===== src/rtl/rst_seq_ctrl_pkg.sv =====
// Shared types and constants for the reset sequencer (package rst_seq_pkg).
package rst_seq_pkg;

  typedef enum logic [1:0] {
    HOLD    = 2'd0,
    RELEASE = 2'd1,
    RUN     = 2'd2
  } rst_seq_state_e;

  localparam int CAUSE_W    = 5;
  localparam int CAUSE_POR  = 0;
  localparam int CAUSE_WDOG = 1;
  localparam int CAUSE_NDM  = 2;
  localparam int CAUSE_PROG = 3;
  localparam int CAUSE_SW   = 4;

endpackage


===== src/rtl/rst_seq_ctrl.sv =====
// Reset sequencer: holds all domains in reset, then releases them in index order.
// Optional macro RST_SEQ_DBG_KEEP_EN keeps domain 0 out of ndm-only resets.
module rst_seq_ctrl
  import rst_seq_pkg::*;
#(
  parameter int NUM_DOM    = 3,
  parameter int CNT_W      = 8,
  parameter int MIN_ASSERT = 16,
  parameter int STAGE_GAP  = 4
) (
  input  logic               clk_i,
  input  logic               rst_ni,
  input  logic               ndm_req_i,
  input  logic               prog_rst_ni,
  input  logic               wdog_req_i,
  input  logic               sw_req_i,
  input  logic               cause_clr_i,
  output logic [NUM_DOM-1:0] rst_no,
  output logic               done_o,
  output logic [4:0]         cause_o
);

  localparam int IDX_W = (NUM_DOM > 1) ? $clog2(NUM_DOM) : 1;
  localparam logic [CNT_W-1:0]   HOLD_LAST = CNT_W'(MIN_ASSERT - 1);
  localparam logic [CNT_W-1:0]   GAP_LAST  = CNT_W'(STAGE_GAP - 1);
  localparam logic [IDX_W-1:0]   IDX_LAST  = IDX_W'(NUM_DOM - 1);
  localparam logic [NUM_DOM-1:0] DOM0_MASK = NUM_DOM'(1);

  rst_seq_state_e       state_q;
  logic [CNT_W-1:0]     cnt_q;
  logic [IDX_W-1:0]     idx_q;
  logic [NUM_DOM-1:0]   rst_q;
  logic                 done_q;
  logic [CAUSE_W-1:0]   cause_q;
  logic                 keep_q;

  logic [CAUSE_W-1:0]   req_vec;
  logic                 req_any;
  logic                 hard_req;
  logic                 keep_d;

  always_comb begin
    req_vec             = '0;
    req_vec[CAUSE_SW]   = sw_req_i;
    req_vec[CAUSE_PROG] = ~prog_rst_ni;
    req_vec[CAUSE_NDM]  = ndm_req_i;
    req_vec[CAUSE_WDOG] = wdog_req_i;
    req_any             = |req_vec;
    hard_req            = sw_req_i | ~prog_rst_ni | wdog_req_i;
`ifdef RST_SEQ_DBG_KEEP_EN
    // Domain 0 may only be spared if it is already out of reset.
    keep_d = (NUM_DOM > 1) && ndm_req_i && !hard_req && rst_q[0];
`else
    keep_d = 1'b0;
`endif
  end

  always_ff @(posedge clk_i or negedge rst_ni) begin
    if (!rst_ni) begin
      state_q <= HOLD;
      cnt_q   <= '0;
      idx_q   <= '0;
      rst_q   <= '0;
      done_q  <= 1'b0;
      cause_q <= CAUSE_W'(1);
      keep_q  <= 1'b0;
    end else begin
      if (cause_clr_i) cause_q <= '0;
      case (state_q)
        HOLD: begin
          done_q <= 1'b0;
          if (keep_q && hard_req) begin
            keep_q <= 1'b0;
            rst_q  <= '0;
          end
          if (cnt_q == HOLD_LAST) begin
            if (!req_any) begin
              state_q <= RELEASE;
              cnt_q   <= '0;
              idx_q   <= keep_q ? IDX_W'(1) : '0;
            end
          end else begin
            cnt_q <= cnt_q + CNT_W'(1);
          end
        end
        RELEASE, RUN: begin
          if (req_any) begin
            // Later assignment overrides the clear: new bits survive a same-cycle clear.
            cause_q <= cause_clr_i ? req_vec : (cause_q | req_vec);
            state_q <= HOLD;
            cnt_q   <= '0;
            done_q  <= 1'b0;
            keep_q  <= keep_d;
            rst_q   <= keep_d ? (rst_q & DOM0_MASK) : '0;
          end else if (state_q == RUN) begin
            cnt_q  <= '0;
            done_q <= 1'b1;
          end else if (cnt_q == GAP_LAST) begin
            rst_q[idx_q] <= 1'b1;
            cnt_q        <= '0;
            if (idx_q == IDX_LAST) begin
              state_q <= RUN;
              done_q  <= 1'b1;
              keep_q  <= 1'b0;
            end else begin
              idx_q <= idx_q + IDX_W'(1);
            end
          end else begin
            cnt_q <= cnt_q + CNT_W'(1);
          end
        end
        default: begin
          state_q <= HOLD;
          cnt_q   <= '0;
          rst_q   <= '0;
          done_q  <= 1'b0;
        end
      endcase
    end
  end

  assign rst_no  = rst_q;
  assign done_o  = done_q;
  assign cause_o = cause_q;

endmodule


===== config.mk =====
export PLATFORM = sky130hd
export DESIGN_NAME = rst_seq_ctrl
export DESIGN_NICKNAME = d
export VERILOG_FILES = /design/src/rtl/rst_seq_ctrl_pkg.sv /design/src/rtl/rst_seq_ctrl.sv
export SDC_FILE = /design/constraint.sdc
export NUM_CORES = 1
export LEC_CHECK = 0
export ABC_AREA = 1
export ABC_CLOCK_PERIOD_IN_PS = 1600
export BUFFER_PORTS_ARGS = -buffer_cell sky130_fd_sc_hd__buf_2
export CORE_MARGIN = 1
export CORE_UTILIZATION = 35
export CTS_BUF_LIST = sky130_fd_sc_hd__clkbuf_8
export CTS_CLUSTER_SIZE = 8
export DETAILED_ROUTE_END_ITERATION = 10
export PLACE_DENSITY_LB_ADDON = 0.3
export RECOVER_POWER = 25
export SYNTH_ARGS = -nofsm -noshare
export SYNTH_HDL_FRONTEND = slang
export SYNTH_SLANG_ARGS = --single-unit

===== constraint.sdc =====
create_clock -name clk_i -period 1.6 [get_ports clk_i]
set_clock_uncertainty 0.2 [all_clocks]
set_input_delay 0.08 -clock clk_i [delete_from_list [all_inputs] [get_ports clk_i]]
set_output_delay 0.08 -clock clk_i [all_outputs]
set_load 0.005 [all_outputs]

==> flow_metrics.tcl <==
set metrics [dict create \
    status "finished, violations left" \
    violations "negative setup slack" \
    setup_viol 5 \
    fill_cells 330 \
    timing.critical_path.slowest_stage_cell "dfrtp_1" \
    ys_types 27 \
    drv_cap 0 \
    syn_nets 182 \
    core_area_sq_um 3440 \
    p_int_mw 0.723 \
    grt_pass1_vias 1147 \
    reg2reg_depth 7 \
    start_util_pct 37.7 \
    crit_required_ps 1560 \
    yosysTopAreaCell "dfrtp_1" \
    crit_path_max_fanout 6 \
    switching_power_mw 0.204 \
    grt_max_degree 22 \
    holdPathEnd "cnt_q[3]$_DFFE_PN0P_" \
    syn_inst 168 \
    drive_above_1_share_pct 34.3 \
    wl_per_cell_microns 11.7 \
    tns_ps -105 \
    hold_viol 0 \
    hold_depth 5 \
    critPathMaxStageDelay_ps 390 \
    cp_data_arrival_time_ps 1600 \
    cts_buffer_depth 2 \
    fmax_ghz 0.610 \
    post-route-min-period_ps 1640 \
    dieArea_sq_um 3960 \
    die_h_microns 62.9 \
    route.detailed.drc 0 \
    timing.final.crit_share_pct 103 \
    finalWeightedCongestion 0.764 \
    final_nets 225 \
    cts_tree "done" \
    cp_common_cell "nand2_1" \
    synth_area_leaders "dfrtp_1 (39%), nand2_1 (12%), inv_1 (8.1%), ha_1 (6.7%), nor2_1 (4.3%)" \
    setup_slack_ps -40.7 \
    cts_made_buffers 3 \
    io_pins 16 \
    path_clk_slew_ps 80 \
    worstSkewPairLatency_ps 260 \
    hp-start "ndm_req_i" \
    synth_area_sq_um 1300 \
    end_kind "flip-flop" \
    power_frac_clock_pct 38.3 \
    hpwl_mm 2.18 \
    crit_type "reg -> reg" \
    hold_class "in -> reg" \
    swShare_pct 22.0 \
    antennaDiodeCount 0 \
    yosysWarnings 0 \
    p_leak_nw 0.952 \
    pre_cts_ws_ps -113 \
    h-tree-depth 1 \
    die_w_microns 62.9 \
    antenna_found_initial 0 \
    avgSynthCellArea_sq_um 7.73 \
    cts_root_buf "clkbuf_8" \
    rows 21 \
    reg2reg_from "state_q[0]$_DFFE_PN0P_" \
    grt_pass1_wl_mm 4.92 \
    drtPass1Iterations 4 \
    p_comb_share_pct 4.5 \
    crit_path_start_kind "flip-flop" \
    via_per_inst 4.74 \
    ant_nets 0 \
    gr-usage-all-layers_pct 15.8 \
    synth_seq_cells 21 \
    wl_mm 3.00 \
    dr_total_vias 1214 \
    worst_slew_pin_slew_ps 516 \
    drtIter0Drc 21 \
    vdd_ir_drop_max_mv 0.370 \
    yosysSeqAreaShare_pct 40.6 \
    crit_path_cell_trace "inv_2 > ha_4 > nand4_1 > nand3_4 > nor2_4 > nand2_1 > nand2_1" \
    r2r_slack_ps -40 \
    port-buffer-count 15 \
    r2r_end "state_q[0]$_DFFE_PN0P_" \
    rsz0062_at_grt "true" \
    slew_headroom_pct 65.6 \
    final_core_util_pct 52.8 \
    maxSlewViolCount 0 \
    cts_sinks 21 \
    power.density_nw_per_um2 510 \
    synth_top_area_share_pct 38.5 \
    area_growth_pct 39.9 \
    seqPwrFrac_pct 57.2 \
    grt-ovfl-total 0 \
]
==> critical path, delay by kind of cell, from the launching register on <==
kind	cells	cell delay [ps]
fa+ha+maj	1	300
simple gates	5	580
flops	1	390
buf+inv	1	70
==> stage by stage <==
stage          cells  total power [mW]  hold WS (ps)  area, sq um
2_1_floorplan    168             0.547          -416         1300
3_3_place_gp     243             0.569          -129         1560
3_5_place_dp     243             0.569          -136         1560
4_1_cts          253             0.935           124         1680
5_1_grt          256             0.970           118         1820
6_report         256             0.927          87.4         1820
==> synthesized netlist by cell type <==
| master | instances |
|---|---|
| nand2_1 | 40 |
| inv_1 | 28 |
| dfrtp_1 | 20 |
| nor2_1 | 15 |
| nand3_1 | 9 |
| ha_1 | 7 |
| nand4_1 | 7 |
| o21ai_0 | 6 |
| a21oi_1 | 4 |
| o21ai_1 | 4 |
| nand2_2 | 3 |
| nand2_4 | 3 |
| o211ai_1 | 3 |
| a21oi_2 | 2 |
| nand3_2 | 2 |
| nor2_2 | 2 |
| nor2_4 | 2 |
| xor2_1 | 2 |
| buf_2 | 1 |
| clkbuf_1 | 1 |
| dfstp_2 | 1 |
| inv_2 | 1 |
| nor3_1 | 1 |
| o21ai_2 | 1 |
| o21bai_1 | 1 |
| o22ai_1 | 1 |
| xnor2_1 | 1 |
==> power groups by stage <==
stage          Sequential (mW)  Combinational, mW  Clock, mW
5_1_grt                  0.530             0.0471      0.392
3_5_place_dp             0.541             0.0283          0
4_1_cts                  0.530             0.0394      0.365
6_report                 0.530             0.0415      0.356
2_1_floorplan            0.541            0.00641          0
3_3_place_gp             0.541             0.0286          0
==> layout make-up <==
type	instances	area, sq um	share of cell area, %
clock buffers	3	41.3	2.27
flip-flops and latches	21	527	29.0
clock inverters	1	7.51	0.413
inverters	29	109	5.99
repair buffers	40	298	16.4
well taps	46	57.6	3.17
multi-input cells	116	777	42.8
==> registers in the layout, indices dropped and copies added, names as in the netlist <==
name / count
cnt_q: 8
cause_o: 5
rst_no: 3
idx_q: 2
state_q: 2
done_o: 1
==> how the worst max path moves through the flow <==
| stage | start | endpoint | slack (ps) |
|---|---|---|---|
| floorplan | state_q[0]$_DFFE_PN0P_ | state_q[0]$_DFFE_PN0P_ | 20 |
| global placement | state_q[0]$_DFFE_PN0P_ | state_q[0]$_DFFE_PN0P_ | -80 |
| detailed placement | state_q[0]$_DFFE_PN0P_ | state_q[0]$_DFFE_PN0P_ | -110 |
| CTS | cnt_q[1]$_DFFE_PN0P_ | rst_no[2]$_DFFE_PN0P_ | 3 |
| global route | state_q[0]$_DFFE_PN0P_ | state_q[0]$_DFFE_PN0P_ | -100 |
| finish | state_q[0]$_DFFE_PN0P_ | state_q[0]$_DFFE_PN0P_ | -40 |
==> per-layer routing <==
| layer | GRT usage (%) | wire, microns |
|---|---|---|
| met5 | 0 | 0 |
| met2 | 26.5 | 1470 |
| met4 | 6.98 | 59 |
| met3 | 2.37 | 79 |
| met1 | 20.0 | 1390 |
==> cell families (layout without fill, tap and decap cells) <==
logic type	after synthesis	after routing	synth area share, %
AOI/OAI and AO/OA	22	22	10.2
xor gates and xnor gates	3	3	2.02
adders and majority gates	7	7	6.74
buffers and inverters	31	73	9.05
DFF	21	21	40.6
and+or+nand+nor	84	84	31.4
==> layout by cell type, fill, tap and decap left out, types with 3 or more instances in the layout <==
cell type / Yosys / routed
nand3_2: 2 / 4
o211ai_1: 3 / 3
ha_1: 7 / 4
nand4_1: 7 / 7
buf_2: 1 / 14
nand3_1: 9 / 5
a21oi_1: 4 / 3
nor2_4: 2 / 4
nand2_2: 3 / 3
dlygate4sd3_1: 0 / 6
ha_4: 0 / 3
o21ai_0: 6 / 3
nand2_4: 3 / 7
dfrtp_1: 20 / 20
nor2_1: 15 / 14
buf_4: 0 / 16
nand2_1: 40 / 36
clkbuf_8: 0 / 3
o21ai_1: 4 / 6
a21oi_2: 2 / 3
inv_2: 1 / 4
inv_1: 28 / 25
==> what timing repair did <==
item                                    in CTS  in global routing
hold buffers                                 6                  0
endpoints found under the setup margin      14                 16
endpoints found under the hold margin       26                  0
resized for setup                            4                 27
buffers inserted                             0                  3
pin swaps                                    2                 15
Power figures use the tool's default switching activity.
